===== config.mk =====
export PLATFORM = sky130hd
export DESIGN_NAME = fifo_byte_serializer
export DESIGN_NICKNAME = d
export VERILOG_FILES = /design/src/rtl/fifo_byte_serializer.sv
export SDC_FILE = /design/constraint.sdc
export NUM_CORES = 1
export LEC_CHECK = 0
export ABC_AREA = 0
export BUFFER_PORTS_ARGS = -buffer_cell sky130_fd_sc_hd__clkbuf_2
export CAP_MARGIN = 20
export CELL_PAD_IN_SITES_DETAIL_PLACEMENT = 1
export CELL_PAD_IN_SITES_GLOBAL_PLACEMENT = 2
export CORE_ASPECT_RATIO = 2
export CORE_MARGIN = 1
export CORE_UTILIZATION = 31
export DETAILED_ROUTE_END_ITERATION = 16
export PLACE_DENSITY = 0.85
export SLEW_MARGIN = 20
export SYNTH_ARGS = -nofsm -noshare
export SYNTH_HDL_FRONTEND = slang
export SYNTH_SLANG_ARGS = --single-unit

===== constraint.sdc =====
create_clock -name clk_i -period 2.3 [get_ports clk_i]
set_input_delay 0.345 -clock clk_i [delete_from_list [all_inputs] [get_ports clk_i]]
set_output_delay 0.345 -clock clk_i [all_outputs]
set_load 0.005 [all_outputs]

===== src/rtl/fifo_byte_serializer.sv =====
// Drains WIDTH-bit words from the upstream FIFO and emits them as a valid/ready byte stream,
// with back-to-back word chaining and a wrapping completed-word counter.
module fifo_byte_serializer #(
    parameter int WIDTH     = 32,
    parameter bit MSB_FIRST = 1'b0,
    parameter int COUNT_W   = 8
) (
    input  logic               clk_i,
    input  logic               rst_i,
    input  logic [WIDTH-1:0]   fifo_data_i,
    input  logic               fifo_pnding_i,
    output logic               fifo_pop_o,
    output logic [7:0]         data_o,
    output logic               valid_o,
    input  logic               ready_i,
    output logic               last_o,
    output logic               busy_o,
    output logic [COUNT_W-1:0] words_o
);
    localparam int NBYTES = WIDTH / 8;
    localparam int IDX_W  = (NBYTES > 1) ? $clog2(NBYTES) : 1;
    localparam logic [IDX_W-1:0] IDX_LAST = IDX_W'(NBYTES - 1);
    localparam logic [IDX_W-1:0] IDX_PEN  = IDX_W'(NBYTES - 2);

    typedef enum logic {IDLE, SEND} state_t;

    state_t             state, state_nxt;
    logic [WIDTH-1:0]   word_q, word_nxt;
    logic [IDX_W-1:0]   idx_q, idx_nxt;
    logic [7:0]         data_nxt;
    logic               valid_nxt, last_nxt;
    logic [COUNT_W-1:0] words_nxt;
    logic               xfer, final_xfer, load;

    function automatic logic [7:0] byte_sel(input logic [WIDTH-1:0] w, input int k);
        if (MSB_FIRST) return w[WIDTH-1-8*k -: 8];
        else           return w[8*k +: 8];
    endfunction

    always_ff @(posedge clk_i) begin
        if (rst_i) begin
            state   <= IDLE;
            word_q  <= '0;
            idx_q   <= '0;
            data_o  <= '0;
            valid_o <= 1'b0;
            last_o  <= 1'b0;
            words_o <= '0;
        end else begin
            state   <= state_nxt;
            word_q  <= word_nxt;
            idx_q   <= idx_nxt;
            data_o  <= data_nxt;
            valid_o <= valid_nxt;
            last_o  <= last_nxt;
            words_o <= words_nxt;
        end
    end

    always_comb begin
        state_nxt  = state;
        word_nxt   = word_q;
        idx_nxt    = idx_q;
        data_nxt   = data_o;
        valid_nxt  = valid_o;
        last_nxt   = last_o;
        words_nxt  = words_o;

        xfer       = (state == SEND) && valid_o && ready_i;
        final_xfer = xfer && (idx_q == IDX_LAST);
        // A pop both in IDLE and on the final byte lets words chain with no idle cycle.
        load       = !rst_i && fifo_pnding_i && ((state == IDLE) || final_xfer);
        fifo_pop_o = load;

        if (final_xfer) begin
            words_nxt = words_o + 1'b1;
            state_nxt = IDLE;
            valid_nxt = 1'b0;
            last_nxt  = 1'b0;
        end else if (xfer) begin
            idx_nxt  = idx_q + 1'b1;
            data_nxt = byte_sel(word_q, int'(idx_q) + 1);
            last_nxt = (idx_q == IDX_PEN);
        end

        if (load) begin
            state_nxt = SEND;
            word_nxt  = fifo_data_i;
            idx_nxt   = '0;
            data_nxt  = byte_sel(fifo_data_i, 0);
            valid_nxt = 1'b1;
            last_nxt  = 1'b0;
        end
    end

    assign busy_o = (state == SEND);
endmodule


Word-level counts from Yosys, hierarchy flattened
Index checks and enable logic that the tools add are counted.
{ "classes": {"muxes": 5, "shifts": 1, "add_sub_neg": 3, "bitwise": 2, "n_reduce_logical": 12, "n_eq_ne": 3} }
{ "ops": {"columns": ["op", "count"], "rows": [
  ["$shiftx A32 B7 Y8", 1],
  ["$mux W8", 3],
  ["$add A8 B1 Y8 const B", 1],
  ["$eq A2 B2 Y1 const B", 2],
  ["$logic_and A1 B1 Y1", 4],
  ["$reduce_and A2 Y1", 2],
  ["$reduce_bool A2 Y1", 2],
  ["$add A2 B1 Y3 const B", 1],
  ["$reduce_or A3 Y1", 1],
  ["$add A2 B1 Y2 const B", 1],
  ["$mux W1", 2],
  ["$ne A2 B2 Y1 const B", 1],
  ["$not A1 Y1", 2],
  ["$reduce_or A2 Y1", 1],
  ["$logic_not A1 Y1", 1],
  ["$logic_or A1 B1 Y1", 1]
]} }
{ "word_totals": {"word_cells": 32, "input_bits": 36, "ff_bits": 52, "output_inout_bits": 20} }

Logic depth before layout (Yosys ltp)
Gate-level depths: netlist of the first run.
{ "depth": {"ltp_word": 6, "depth_mapped": 9, "depth_no_buf": 6} }

Least setup slack after synthesis of the first run
Ideal clock, no wire load.
{ "synth_path": {"path_kind": "reg2out", "startpoint": "register idx_q[1]", "endpoint": "output port fifo_pop_o", "path_slack_ps": 512, "required_time_ps": 1955, "arrival_ps": 1443, "n_path_buf": 3, "path_stages_with_launch": 8, "path_cell_list": "dfxtp_1 ha_1 a21boi_2 or3_1 buf_6 inv_8 buf_12 buf_12"} }
{ "synth_between": {"elab_chain_cells": 4} }
{ "synth_lines": {"columns": ["item", "line_no", "rtl"], "rows": [
  ["start: declaration", "29", "logic [IDX_W-1:0] idx_q, idx_nxt;"],
  ["start signal: assignment", "52", "idx_q <= idx_nxt;"],
  ["$eq A2 B2 Y1", "70", "final_xfer = xfer && (idx_q == IDX_LAST);"],
  ["$logic_and A1 B1 Y1", "70", null],
  ["$logic_or A1 B1 Y1", "72", "load = !rst_i && fifo_pnding_i && ((state == IDLE) || final_xfer);"],
  ["$logic_and A1 B1 Y1", "72", null],
  ["end: declaration", "12", "output logic fifo_pop_o,"]
]} }
No other way between the ends.

Final worst setup path of the first run
{ "layout_path": {"startpoint": "register state (netlist: busy_o)", "endpoint": "output port fifo_pop_o"} }
{ "layout_between": {"elab_chain_cells": 4, "word_cells_on_any_way": 5, "cone_classes": "bitwise: 1; reduce/logical: 4"} }
{ "layout_lines": {"columns": ["item", "line_no", "rtl"], "rows": [
  ["start: declaration", "27", "state_t state, state_nxt;"],
  ["start signal: assignment", "50", "state <= state_nxt;"],
  ["$logic_and A1 B1 Y1", "69", "xfer = (state == SEND) && valid_o && ready_i;"],
  ["$logic_and A1 B1 Y1", "70", null],
  ["$logic_or A1 B1 Y1 (*)", "72", null],
  ["$logic_and A1 B1 Y1 (*)", "72", null]
]} }
Every way passes the cells marked *; elsewhere a longest branch is shown, timed or not.

==> results of run 1 <==
## worst paths after layout
check	start	endpoint	slack [ns]	cells past startpoint
worst min-delay path	fifo_data_i[21]	word_q[21]	0.25	3
worst min register to register	word_q[21]	word_q[21]	0.46	2
worst max-delay path	busy_o	fifo_pop_o	0.29	4
worst max register to register	busy_o	data_o[7]	0.49	5
## critical path: stages (launching register included)
cell and delay (ns):
dfxtp_1 0.40, a21boi_2 0.21, or3_4 0.42, clkinv_8 0.20, clkbuf_2 0.15
## layer usage
metal	track usage, %	vias to the layer above
met4	9.23	0
li1	-	890
met5	0	-
met1	14.6	848
met3	3.80	10
met2	31.9	40
## power breakdown
part,internal [mW],switching [mW],leakage (nW)
sequential,0.805,0.0255,0.360
clock,0.433,0.283,0.0712
combinational,0.0910,0.122,0.618
## cells by family after synthesis
kind of cell	Yosys count
adder cells (fa/ha/maj)	3
flip-flops	44
AO/OA/AOI/OAI	56
multiplexers	9
AND/OR/NAND/NOR	87
XOR/XNOR	7
buffers and inverters	21
## flip-flops by register name, indices dropped and copies added, names as in the netlist
signal / count
word_q: 24
data_o: 8
words_o: 8
idx_q: 2
busy_o: 1
last_o: 1
## placed cells by master, fill, tap and decap left out, types with 2 or more instances in the layout
master and instances:
clkbuf_1 2, clkbuf_2 55, nand2_1 27, nor3_1 2, o21ai_2 24, o21ai_0 10
xor2_1 4, xnor2_1 3, a21oi_1 2, nand4_1 3, inv_1 2, nand2_2 24
buf_4 7, a311oi_1 8, nor2_1 21, ha_1 3, o2bb2ai_1 8, dfxtp_1 44
nand3_1 3, mux2i_1 9, clkinv_1 2, clkbuf_16 5
## metrics by stage
stage                     setup slack (ns)  instance area (µm²)  hold WS, ns
final                                0.286                 2560        0.248
after global routing                 0.206                 2560        0.253
after CTS                           0.0504                 2550        0.241
after detailed placement             0.354                 2400        0.453
after global placement               0.381                 2400        0.446
after floorplan                      0.512                 2130        0.439
## timing repair
item | CTS | global route
endpoints found under the setup margin | 0 | 1
hold buffers | 0 | 0
resized for setup | 0 | 2
## area by class of cell
cell class                 instances  area (µm²)
timing repair buffer              62         328
inverter                           5        31.3
clock buffer                       8         146
tap                               88         110
fill                             824        4060
multi-input combinational        162        1060
sequential                        44         881
==> flow_metrics.tcl, run 1 <==
set metrics [dict create \
    worstMarginPinSlew_ns 0.461 \
    die_width_um 60.6 \
    cp-start-kind "flop" \
    grt_pass1_vias 1889 \
    diodes 0 \
    final_max_slew_viol_count 0 \
    synth_top_family_by_area "compound AO/OA/AOI/OAI gates" \
    die_h_um 119 \
    track_usage_pct 16.7 \
    route.met3.wl_um 198 \
    totalWireLength_um 5410 \
    syn_area_mm2 0.00213 \
    hold_viol 0 \
    fin_tns_setup_ns 0 \
    setup_viol 0 \
    p_leak_nw 1.05 \
    synth_compound_area_share_pct 21.0 \
    die_area_mm2 0.00722 \
    netlist_instances 227 \
    synth_most_common_cell "dfxtp_1" \
    clk_latency_ns 0.29 \
    synth_common_cells "dfxtp_1, nand2_1, nand2_2, o21ai_2, nor2_1" \
    rows 42 \
    layout_min_cycle_time_ns 2.01 \
    synth_top_area_share_pct 41.4 \
    dr.pass1.iters 4 \
    vias_per_cell 4.85 \
    drt-initial-drc-count 62 \
    ys_ff_latch 44 \
    stdcell_count 369 \
    cts_buffers 5 \
    worst_ep_arrival_time_ns 1.67 \
    synth_edf_count 0 \
    ys.warnings.count 0 \
    finalPower_mw 1.76 \
    gp_congestion 0.761 \
    syn_to_final_growth_pct 20.4 \
    synth.area.top_cells "dfxtp_1, o21ai_2, nand2_2" \
    path_max_fanout 35 \
    m1WireLength_um 1860 \
    clock_skew_ns 0.00228 \
    slew-limit-headroom_pct 68.9 \
    start_util_pct 32.1 \
    syn_area_per_cell_um2 9.37 \
    wl_met2_um 3190 \
    yosys.area.top_type "dfxtp_1" \
    dp_hpwl_um 4150 \
    antenna_found_initial 0 \
    ant_nets 0 \
    core_area_mm2 0.00662 \
    endpoint_kind "output pin" \
    hp-class "input port to flop" \
    dr.max_layer_used "met4" \
    cts_setup_buffers 0 \
    io_buffers 55 \
    clkTransAtPathRegs_ns 0.06 \
    pin_count 56 \
    synth_xor_area_share_pct 2.88 \
    yosysUniqueCellTypes 35 \
    synthArstFlopShare_pct 0 \
    yosysSeqAreaShare_pct 41.4 \
    clockBufferDepth 2 \
    vias 1788 \
    cts_htree_levels 2 \
    cts_root_buf "clkbuf_16" \
    p_per_area_mw_per_mm2 687 \
    final_nets 319 \
    cap_violations 0 \
    tritoncts "done" \
    status "finished, final reports clean" \
    fin_util_pct 38.7 \
    yosys.area_share.simple_pct 19.9 \
    drc_errors 0 \
    peakVddDrop_mv 0.389 \
    synth_fa_ha_area_share_pct 1.76 \
    cp.required_ns 1.96 \
    synth_top_flop_cell "dfxtp_1" \
    dp.cells 361 \
    final.period_utilization_pct 87.5 \
    cts_sinks 44 \
    grt_max_degree 36 \
    critical_path_class "flop to output pin" \
    muxShareOfSynthArea_pct 4.24 \
    rsz0062_at_grt "no" \
    max_freq_mhz 497 \
    drive_gt1_share_pct 42.7 \
    wire_per_inst_um 14.7 \
    synth_nets 266 \
    grt_overflow 0 \
    grt_first_pass_wirelength_um 8690 \
]
Power figures use the tool's default switching activity.
==> inputs of run 2 (changes only) <==
--- a/config.mk
+++ b/config.mk
@@ -14,7 +14,7 @@
 export CORE_MARGIN = 1
 export CORE_UTILIZATION = 31
 export DETAILED_ROUTE_END_ITERATION = 16
-export PLACE_DENSITY = 0.85
+export PLACE_DENSITY = 0.77
 export SLEW_MARGIN = 20
 export SYNTH_ARGS = -nofsm -noshare
 export SYNTH_HDL_FRONTEND = slang
==> run 2 against run 1 <==
Net effect:
- first-iteration DRC count is 42% lower
- sequential share of layout area is 0.48 points lower
- largest power group is now the clock network
- worst setup slack worse by 0.020 ns
- die area stayed put
- wire length is 0.74% lower
- sequential power hardly changed
- combinational power hardly changed
- highest routed layer unchanged
==> flow_metrics.tcl, run 2 (synthesis results as in run 1) <==
set metrics [dict create \
    final_cell_mix "clkbuf_2, dfxtp_1, nand2_1" \
    dp_hpwl_um 4110 \
    regToRegSetupSlack_ns 0.52 \
    cp.required_ns 1.96 \
    postPlaceCellArea_mm2 0.00240 \
    path_max_fanout 36 \
    diodes 0 \
    hp-class "input port to flop" \
    rows 42 \
    clockBufferDepth 2 \
    rsz0062_at_grt "no" \
    io_buffers 55 \
    clkTransAtPathRegs_ns 0.06 \
    track_usage_pct 16.4 \
    endpoint_kind "output pin" \
    fin_util_pct 39.2 \
    die_area_mm2 0.00722 \
    max_freq_mhz 492 \
    peakVddDrop_mv 0.370 \
    start_util_pct 32.1 \
    cts_hold_buf 0 \
    vias 1755 \
    regMostFlops "word_q" \
    grt_first_pass_wirelength_um 8590 \
    core_area_mm2 0.00662 \
    final.period_utilization_pct 88.4 \
    drive_gt1_share_pct 43.4 \
    drt-initial-drc-count 36 \
    p_leak_nw 1.07 \
    clk_latency_ns 0.29 \
    cts_buffers 5 \
    cp-start-kind "flop" \
    syn_to_final_growth_pct 22.1 \
    antenna_found_initial 0 \
    final_nets 319 \
    final_common_cell "clkbuf_2" \
    seq_area_um2 881 \
    hold_viol 0 \
    wire_per_inst_um 14.6 \
    reg_top3 "word_q x24, data_o x8, words_o x8" \
    largest_reg_flops 24 \
    multi_input_area_mm2 0.00106 \
    cap_violations 0 \
    setup_viol 0 \
    p_per_area_mw_per_mm2 738 \
    gp_congestion 0.739 \
    grt_pass1_vias 1782 \
    die_h_um 119 \
    fin_tns_setup_ns 0 \
    final_max_slew_viol_count 0 \
    cts_htree_levels 2 \
    cts_root_buf "clkbuf_16" \
    grt_max_degree 37 \
    drc_errors 0 \
    ant_nets 0 \
    cts_sinks 44 \
    worstMarginPinSlew_ns 0.414 \
    worst_ep_arrival_time_ns 1.69 \
    vias_per_cell 4.76 \
    critical_path_class "flop to output pin" \
    fill_cells 820 \
    finalInstanceArea_mm2 0.00260 \
    tritoncts "done" \
    grt_overflow 0 \
    die_width_um 60.6 \
    dr.pass1.iters 3 \
    slew-limit-headroom_pct 72.1 \
    layout_min_cycle_time_ns 2.03 \
    totalWireLength_um 5370 \
    pin_count 56 \
    timing.hold.ws_ns 0.245 \
    status "finished, final reports clean" \
    clock_skew_ns 0.00397 \
]
[run 2: changes by cell type in the layout (fill, tap and decap cells not counted), sizes merged]
| cell | change |
|---|---|
| clkbuf | -1 |
| bufinv | +1 |
[run 2: area by class of cell]
| cell class | instances | area share (%) |
|---|---|---|
| inverters | 5 | 1.20 |
| repair buffers | 62 | 12.6 |
| clock inverters | 1 | 1.16 |
| well taps | 88 | 4.24 |
| multi-input cells | 162 | 41.0 |
| flip-flops and latches | 44 | 33.9 |
| clock buffers | 7 | 5.88 |
[run 2: final timing paths]
kind                              endpoint  cells past startpoint             from
worst max register to register   data_o[7]                      5           busy_o
worst min register to register  word_q[21]                      2       word_q[21]
worst min-delay path            word_q[13]                      3  fifo_data_i[13]
worst max-delay path            fifo_pop_o                      5         idx_q[0]
[run 2: timing repair]
action | in CTS | in global routing
endpoints found under the hold margin | 0 | 0
gates resized for setup | 0 | 2
endpoints found under the setup margin | 0 | 1
setup buffers | 0 | 0
[run 2: where the power goes]
group	internal, mW	leakage (nW)	switching (mW)	total, mW
clock network	0.572	0.0901	0.302	0.874
registers	0.805	0.360	0.0242	0.829
logic	0.0910	0.618	0.122	0.213
total	1.47	1.07	0.449	1.92
[run 2: stage by stage]
stage	instances	power [mW]	worst slack (ns)
floorplan	227	0.995	0.512
detailed placement	361	1.06	0.358
finish	369	1.92	0.266
global route	369	2.00	0.172
CTS	369	1.94	0.0413
global placement	361	1.06	0.385
[run 2: metal layers]
| layer | up-vias | share of wire, % | GRT usage [%] | wire length (µm) |
|---|---|---|---|---|
| met5 | - | 0 | 0 | 0 |
| met4 | 0 | 2.2 | 7.67 | 119 |
| met3 | 6 | 3.6 | 3.69 | 196 |
| met2 | 35 | 58 | 30.2 | 3110 |
| met1 | 829 | 36 | 16.3 | 1950 |
| li1 | 885 | - | - | - |
[run 2: critical path, cell delays in order, from the launching register on]
cell and delay [ns]:
dfxtp_1 0.34, ha_1 0.20, a21boi_2 0.08, or3_4 0.41, clkinv_8 0.20, clkbuf_2 0.15
